===== src/rtl/led_sequencer.sv =====
// Pattern scheduler for the LED bank: prescaled stepping through rotate, bounce,
// blink or count patterns, reconfigured through a valid/ready port.
module led_sequencer #(
   parameter int                LED_W       = 8,
   parameter int                DIV_W       = 24,
   parameter logic [DIV_W-1:0]  DEFAULT_DIV = DIV_W'(999),
   parameter logic [LED_W-1:0]  RESET_PAT   = LED_W'(8'h01)
) (
   input  logic             clk,
   input  logic             rst,
   input  logic             cfg_valid,
   output logic             cfg_ready,
   input  logic [1:0]       cfg_mode,
   input  logic [DIV_W-1:0] cfg_div,
   input  logic [LED_W-1:0] cfg_pattern,
   input  logic             pause,
   output logic [LED_W-1:0] led,
   output logic             step,
   output logic             busy
);

   // state | meaning
   // RUN   | prescaler counting, led advances on terminal count
   // HOLD  | pause high, prescaler and led frozen
   // LOAD  | one cycle after a configuration is accepted
   typedef enum logic [1:0] {RUN, HOLD, LOAD} state_t;
   typedef enum logic [1:0] {ROTATE, BOUNCE, BLINK, COUNT} mode_t;

   state_t             state_q, state_nxt;
   mode_t              mode_q, mode_nxt;
   logic [DIV_W-1:0]   div_q, div_nxt;
   logic [DIV_W-1:0]   presc_q, presc_nxt;
   logic [LED_W-1:0]   pat_q, pat_nxt;
   logic [LED_W-1:0]   led_q, led_nxt;
   logic               dir_right_q, dir_right_nxt;
   logic               step_q, step_nxt;
   logic [LED_W-1:0]   adv_led;
   logic               adv_dir_right;
   logic               accept;
   logic               tick;

   assign cfg_ready = (state_q != LOAD);
   assign busy      = (state_q == LOAD);
   assign led       = led_q;
   assign step      = step_q;
   assign accept    = cfg_valid && cfg_ready;
   assign tick      = (presc_q == div_q);

   always_comb begin
      adv_led       = led_q;
      adv_dir_right = dir_right_q;
      case (mode_q)
         ROTATE: adv_led = {led_q[LED_W-2:0], led_q[LED_W-1]};
         BOUNCE: begin
            if (!dir_right_q && led_q[LED_W-1]) begin
               adv_dir_right = 1'b1;
               adv_led       = led_q >> 1;
            end else if (dir_right_q && led_q[0]) begin
               adv_dir_right = 1'b0;
               adv_led       = led_q << 1;
            end else if (dir_right_q) begin
               adv_led = led_q >> 1;
            end else begin
               adv_led = led_q << 1;
            end
         end
         BLINK:  adv_led = (led_q == pat_q) ? '0 : pat_q;
         COUNT:  adv_led = led_q + LED_W'(1);
         default: adv_led = led_q;
      endcase
   end

   always_comb begin
      state_nxt     = state_q;
      mode_nxt      = mode_q;
      div_nxt       = div_q;
      pat_nxt       = pat_q;
      led_nxt       = led_q;
      presc_nxt     = presc_q;
      dir_right_nxt = dir_right_q;
      step_nxt      = 1'b0;
      // a configuration wins over a tick landing in the same cycle
      if (accept) begin
         mode_nxt      = mode_t'(cfg_mode);
         div_nxt       = cfg_div;
         pat_nxt       = cfg_pattern;
         led_nxt       = cfg_pattern;
         presc_nxt     = '0;
         dir_right_nxt = 1'b0;
         state_nxt     = LOAD;
      end else begin
         case (state_q)
            LOAD: state_nxt = pause ? HOLD : RUN;
            HOLD: if (!pause) state_nxt = RUN;
            RUN: begin
               if (pause) begin
                  state_nxt = HOLD;
               end else if (tick) begin
                  presc_nxt     = '0;
                  led_nxt       = adv_led;
                  dir_right_nxt = adv_dir_right;
                  step_nxt      = 1'b1;
               end else begin
                  presc_nxt = presc_q + DIV_W'(1);
               end
            end
            default: state_nxt = RUN;
         endcase
      end
   end

   always_ff @(posedge clk) begin
      if (rst) begin
         state_q     <= RUN;
         mode_q      <= ROTATE;
         div_q       <= DEFAULT_DIV;
         pat_q       <= RESET_PAT;
         led_q       <= RESET_PAT;
         presc_q     <= '0;
         dir_right_q <= 1'b0;
         step_q      <= 1'b0;
      end else begin
         state_q     <= state_nxt;
         mode_q      <= mode_nxt;
         div_q       <= div_nxt;
         pat_q       <= pat_nxt;
         led_q       <= led_nxt;
         presc_q     <= presc_nxt;
         dir_right_q <= dir_right_nxt;
         step_q      <= step_nxt;
      end
   end

endmodule


===== config.mk =====
export PLATFORM = sky130hd
export DESIGN_NAME = led_sequencer
export DESIGN_NICKNAME = d
export VERILOG_FILES = /design/src/rtl/led_sequencer.sv
export SDC_FILE = /design/constraint.sdc
export NUM_CORES = 1
export LEC_CHECK = 0
export BUFFER_PORTS_ARGS = -buffer_cell sky130_fd_sc_hd__buf_4
export CORE_ASPECT_RATIO = 1.1
export CORE_MARGIN = 5
export CORE_UTILIZATION = 45
export CTS_CLUSTER_DIAMETER = 120
export DETAILED_ROUTE_END_ITERATION = 10
export GPL_TIMING_DRIVEN = 0
export PLACE_DENSITY = 0.65
export SETUP_SLACK_MARGIN = 0.05
export SLEW_MARGIN = 10
export SYNTH_ARGS = -nofsm -noshare
export SYNTH_HDL_FRONTEND = slang
export SYNTH_SLANG_ARGS = --single-unit

===== constraint.sdc =====
create_clock -name clk -period 5.4 [get_ports clk]
set_clock_uncertainty 0.05 [all_clocks]
set_input_delay 0.81 -clock clk [delete_from_list [all_inputs] [get_ports clk]]
set_output_delay 0.81 -clock clk [all_outputs]
set_load 0.01 [all_outputs]

==> results of run 1 <==
[power groups by stage]
stage	sequential (mW)	clock, mW	combinational, mW
2_1_floorplan	0.566	0	0.100
3_3_place_gp	0.568	0	0.161
3_5_place_dp	0.569	0	0.163
4_1_cts	0.556	0.526	0.164
5_1_grt	0.559	0.551	0.180
6_report	0.556	0.520	0.163
[registers in the layout (all words and copies together), names as in the netlist]
register and cells:
dir_right_q 1, div_q 24, led 8, mode_q 2, pat_q 8, presc_q 24
state_q 2, step 1
[path summary, 6_finish.rpt]
check / endpoint
max: led[3]$_SDFFE_PP0P_
min: div_q[20]$_SDFFE_PP0P_
max reg2reg: led[3]$_SDFFE_PP0P_
min reg2reg: div_q[20]$_SDFFE_PP0P_
[cells in the final DEF (no fill, tap or decap), types with 2 or more instances in the layout]
cell type / n
nand4_1: 12
buf_2: 3
nor2b_1: 2
bufinv_16: 3
xor2_1: 28
and4_1: 3
ha_1: 2
clkbuf_1: 26
nand3_1: 10
o21ai_1: 2
a311oi_1: 5
o22ai_1: 3
xnor2_1: 33
and3_1: 3
nor2_1: 46
clkbuf_8: 9
clkinv_4: 2
nor3b_1: 4
dfxtp_1: 70
mux2i_1: 5
buf_4: 47
nor3_1: 7
nand2b_1: 2
nand2_1: 86
nand3b_1: 10
a311o_1: 2
o21ai_0: 2
inv_1: 7
nor4_1: 5
a21oi_1: 31
o221ai_1: 3
a2111oi_1: 4
[logic make-up (layout without fill, tap and decap cells)]
kind of cell	after synthesis	after routing	share of synthesized area
multiplexers	5	5	0.01429
XOR/XNOR	61	61	0.1526
AND/OR/NAND/NOR	198	198	0.2640
buffers and inverters	37	100	0.04287
adder cells (fa/ha/maj)	2	2	0.007144
flip-flops	70	70	0.4001
AO/OA/AOI/OAI	62	62	0.1190
[critical path: stages]
cell and delay (ns):
buf_4 0.12, nor3_2 0.41, nand4_1 0.16, or4_4 0.55
buf_6 0.16, nor3b_1 0.14, a2111oi_1 0.46
[cell type report]
cell class / instances / area (um^2) / share of cell area
buffer: 30 / 123.9 / 0.02927
clock buffer: 9 / 123.9 / 0.02927
clock inverter: 7 / 121.4 / 0.02868
inverter: 7 / 26.28 / 0.006209
multi-input combinational: 328 / 1951 / 0.4610
sequential: 70 / 1401 / 0.3312
tap: 105 / 131.4 / 0.03105
timing repair buffer: 47 / 352.8 / 0.08338
[per-layer routing]
layer	global-route usage	vias up	part of all wire
met5	0	-	0
met1	0.2362	1503	0.42
met3	0.03139	12	0.039
li1	-	1593	-
met4	0.06000	0	0.013
met2	0.3616	80	0.52
==> metrics.md, run 1 <==
| Metric | Value |
|---|---|
| GRT Total Usage | `0.1969` |
| P per Cell Area | `292.8 nW/um^2` |
| Element type at the critical path start | `input pin` |
| Fillers | `748` |
| Grt total ovfl | `0` |
| Via count of the first global-routing pass | `roughly 3100` |
| TNS Setup | `0 ns` |
| Yosys top cell area share | `0.4001` |
| Die area | `between 9000 and 10000 um^2` |
| Post-synth top cells | `nand2_1 (86), dfxtp_1 (70), nor2_1 (46), xnor2_1 (33), a21oi_1 (31)` |
| First-pass GRT wire length | `between 10 and 15 mm` |
| Placed inst area | `3986 um^2` |
| Remaining DRCs | `0` |
| # diodes | `0` |
| Starting DRT DRC Count | `131` |
| CTS tree | `done` |
| Tcrit/Tclk final | `0.4915` |
| Setup Buffers After CTS | `0` |
| Antenna violations before repair | `0` |
| Synth area leader | `dfxtp_1` |
| Clock power frac | `0.420` |
| Total CTS buffers | `9` |
| GP Congestion | `0.9230` |
| Worst-skew pair later-pin latency | `0.35 ns` |
| Number of synthesized flops with an enable pin | `0` |
| Async S/R FF share, synth | `0` |
| Peak supply drop | `around 0.17 mV` |
| Syn_area_per_cell | `8.051 um^2` |
| Pint | `0.9183 mW` |
| R2R depth | `7` |
| Synth Net Count | `475` |
| Initial Util | `0.4660` |
| Final HPWL DP | `between 6 and 7 mm` |
| Final WS setup | `between 2 and 3 ns` |
| Top-count cell post-synth | `nand2_1` |
| Psw | `0.3205 mW` |
| Share of power burned in registers | `0.449` |
| Worst slack, placed | `2.379 ns` |
| Layout cells sized above 1 | `0.1446` |
| Critical path fanouts, max | `10` |
| Final net count | `533` |
| Critical path class | `in2reg` |
| Hold WS | `between 0.4 and 0.5 ns` |
| Non-Filler Instances | `603` |
| Max-slew violation count | `0` |
| Run status | `finished clean` |
| Root buffer cell | `clkbuf_8` |
| Maximum clock rate | `0.3768 GHz` |
| Clock sink count | `70` |
| Synth cell types | `47` |
| Die Y | `102.5 um` |
| Post-Syn Instances | `between 400 and 500` |
| CP endpoint kind | `flip-flop` |
| Syn-to-layout area delta | `20.83%` |
| Max Cap Viol | `0` |
| Post-Syn Area | `around 3500 um^2` |
| Final Util | `0.5631` |
| IO Port Bufs | `47` |
| Via count | `3188` |
| Crit path DAT | `2.81 ns` |
| FP Rows | `33` |
| Slew HR | `0.6038` |
| Post-synth top flop | `dfxtp_1` |
| Synth area leaders | `dfxtp_1 (40%), nand2_1 (9.2%), xnor2_1 (8.3%)` |
| Final number of setup-violating endpoints | `0` |
| WL final | `9.080 mm` |
| Die X | `94.11 um` |
| Design area | `between 4000 and 5000 um^2` |
| Largest net degree at the start of global routing | `14` |
| Setup slack, reg-to-reg | `2.76 ns` |
| Crit path launch | `pause` |
| Min Tclk post-route | `2.654 ns` |
| Worst-Margin Slew | `around 0.6 ns` |
| Num ports | `49` |
| Pre-antenna DRT Iters | `5` |
| Max H-tree Level | `3` |
| Sw frac | `0.2587` |
| Number of routed nets with antenna violations | `0` |
| Cts hold-fix bufs | `0` |
| Combinational share of power | `0.131` |
| Detail-routed via count per cell | `5.287` |
| Reg clk slew, reported paths | `0.08 ns` |
| Drt wl/cell | `between 15 and 20 um` |
| Hold depth | `2` |
| Post-CTS Resized | `0` |
| Fin. Hold Viols | `0` |
| Placed insts | `587` |
| Sequential area share after synthesis | `0.4001` |
| Final Power | `1.239 mW` |
| WP data required | `5.56 ns` |
| YS warnings | `0` |
| RSZ-0062 raised after global routing | `false` |
| Core box area | `around 7500 um^2` |
| Flop and latch count out of synthesis | `70` |
| Reg2Reg Launch Point | `presc_q[13]$_SDFFE_PP0P_` |
| Longest Clk Path Bufs | `2` |
| P_leak | `1.642 nW` |
| Worst hold-check path type | `reg2reg` |
| Hold path startpoint | `div_q[20]$_SDFFE_PP0P_` |
Note: power is estimated with default switching activity, not from simulation.
==> run 2, diff against run 1 <==
- clock period: 5.4 -> 2.76 ns (I/O delays scaled with it)
==> metrics.md, run 2 (synthesized netlist as in run 1, its figures left out) <==
| Metric | Value |
|---|---|
| Combinational share of power | `0.131 (about the same)` |
| Max H-tree Level | `3 (unchanged)` |
| Remaining DRCs | `0 (unchanged)` |
| FP Rows | `33 (unchanged)` |
| Share of power burned in registers | `0.449 (about the same)` |
| Clock power frac | `0.420 (about the same)` |
| Setup slack, reg-to-reg | `0.17 ns (-2.59 ns)` |
| Pre-antenna DRT Iters | `4 (-1)` |
| Via count | `3168 (-0.63%)` |
| Drt wl/cell | `15.05 um (about the same)` |
| Final net count | `533 (unchanged)` |
| TNS Setup | `0 ns (unchanged)` |
| Final number of setup-violating endpoints | `0 (unchanged)` |
| Sw frac | `0.2587 (about the same)` |
| Tcrit/Tclk final | `0.9372` |
| # diodes | `0 (unchanged)` |
| Total CTS buffers | `9 (unchanged)` |
| P per Cell Area | `572.6 nW/um^2 (+96%)` |
| WP data required | `2.92 ns (-2.64 ns)` |
| First-pass GRT wire length | `14.85 mm (unchanged)` |
| Min Tclk post-route | `approximately 2.6 ns` |
| Initial Util | `0.4660 (unchanged)` |
| Fin. Hold Viols | `0 (unchanged)` |
| Critical path class | `reg2reg` |
| Slew HR | `0.6043 (about the same)` |
| Worst slack, placed | `0.1327 ns (-2.246 ns)` |
| Worst hold-check path type | `in2reg` |
| Num ports | `49 (unchanged)` |
| Longest Clk Path Bufs | `2 (unchanged)` |
| Die area | `9649 um^2 (unchanged)` |
| Peak supply drop | `0.3239 mV (+96%)` |
| P_leak | `1.643 nW (about the same)` |
| Root buffer cell | `clkbuf_8` |
| CP endpoint kind | `flip-flop` |
| Most frequent cells in the layout | `nand2_1 (86), dfxtp_1 (69), buf_4 (47)` |
| Core box area | `7515 um^2 (unchanged)` |
| Antenna violations before repair | `0 (unchanged)` |
| RSZ-0062 raised after global routing | `false` |
| Die X | `94.11 um (unchanged)` |
| Area of the multi-input gates | `1951 um^2 (unchanged)` |
| Syn-to-layout area delta | `20.86% (about the same)` |
| Grt total ovfl | `0 (unchanged)` |
| Detail-routed via count per cell | `5.254 (-0.63%)` |
| Critical path fanouts, max | `10 (unchanged)` |
| Psw | `0.6271 mW (+96%)` |
| Number of routed nets with antenna violations | `0 (unchanged)` |
| Largest net degree at the start of global routing | `14 (unchanged)` |
| Final WS setup | `0.1733 ns (-2.573 ns)` |
| Max-slew violation count | `0 (unchanged)` |
| Run status | `finished clean` |
| Pint | `1.797 mW (+96%)` |
| IO Port Bufs | `47 (unchanged)` |
| Reg clk slew, reported paths | `0.08 ns (about the same)` |
| Maximum clock rate | `0.3866 GHz` |
| Most common cell after layout, fill and taps aside | `nand2_1` |
| Biggest regs | `div_q: 24 flops, presc_q: 24 flops` |
| Max Cap Viol | `0 (unchanged)` |
| Final HPWL DP | `6.856 mm (unchanged)` |
| GRT Total Usage | `0.1969 (unchanged)` |
| Layout cells sized above 1 | `0.1466 (+0.002008)` |
| Via count of the first global-routing pass | `3123 (unchanged)` |
| CTS tree | `done` |
| Seq. cell area | `1403 um^2 (about the same)` |
| GP Congestion | `0.9230 (unchanged)` |
| Die Y | `102.5 um (unchanged)` |
| Starting DRT DRC Count | `131 (unchanged)` |
| Setup Buffers After CTS | `0 (unchanged)` |
| WL final | `9.076 mm (about the same)` |
| Element type at the critical path start | `flip-flop` |
| Fillers | `747 (-0.13%)` |
| Worst-Margin Slew | `0.5895 ns (-0.0007631 ns)` |
| Worst-skew pair later-pin latency | `0.35 ns (about the same)` |
| Clock sink count | `70 (unchanged)` |
| Crit path DAT | `2.75 ns (-0.06 ns)` |
-- run 2: worst paths after layout --
kind,end,start,cells past startpoint
hold reg to reg,div_q[20]$_SDFFE_PP0P_,div_q[20]$_SDFFE_PP0P_,2
setup reg to reg,led[3]$_SDFFE_PP0P_,presc_q[13]$_SDFFE_PP0P_,7
setup / recovery,led[3]$_SDFFE_PP0P_,presc_q[13]$_SDFFE_PP0P_,7
hold / removal,pat_q[0]$_SDFFE_PP1P_,cfg_pattern[0],2
-- run 2: routing by layer --
| layer | vias to the layer above | GRT usage | share of wire |
|---|---|---|---|
| li1 | 1593 | - | - |
| met1 | 1497 | 0.2362 | 0.43 |
| met2 | 66 | 0.3616 | 0.52 |
| met3 | 12 | 0.03139 | 0.035 |
| met4 | 0 | 0.06000 | 0.013 |
| met5 | - | 0 | 0 |
-- run 2: critical path, stage by stage (launching register included) --
cell and delay (ns):
dfxtp_2 0.36, xor2_1 0.18, nor4_1 0.34, nand4_1 0.18, or4_4 0.58, buf_6 0.16
nor3b_1 0.14, a2111oi_1 0.46
-- run 2: power groups by stage --
| stage | clock network (mW) | registers, mW | logic, mW |
|---|---|---|---|
| global route | 1.08 | 1.09 | 0.353 |
| detailed placement | 0 | 1.11 | 0.319 |
| finish | 1.02 | 1.09 | 0.318 |
| floorplan | 0 | 1.11 | 0.196 |
| CTS | 1.03 | 1.09 | 0.320 |
| global placement | 0 | 1.11 | 0.316 |
-- run 2: cell type report --
type,count,share of cell area
multi-input cells,328,0.4608
flip-flops and latches,70,0.3314
repair buffers,47,0.08336
well taps,105,0.03104
clock buffers,9,0.02926
plain buffers,30,0.02926
clock inverters,7,0.02867
inverters,7,0.006208
-- run 2: what timing repair did --
item | 4_1_cts | 5_1_grt
hold buffers | 0 | 0
setup endpoints to repair | 0 | 3
resized for setup | 0 | 1
-- run 2: stage by stage --
step | total power, mW | utilization | hold WS, ns | instance area (um^2) | cells
2_1_floorplan | 1.304 | - | 0.3978 | 3502 | 435
4_1_cts | 2.437 | 0.5631 | 0.2239 | 4232 | 603
5_1_grt | 2.525 | 0.5633 | 0.2319 | 4233 | 603
6_report | 2.424 | 0.5633 | 0.2250 | 4233 | 603
3_3_place_gp | 1.426 | 0.5305 | 0.4097 | 3986 | 587
3_5_place_dp | 1.431 | 0.5305 | 0.4109 | 3986 | 587
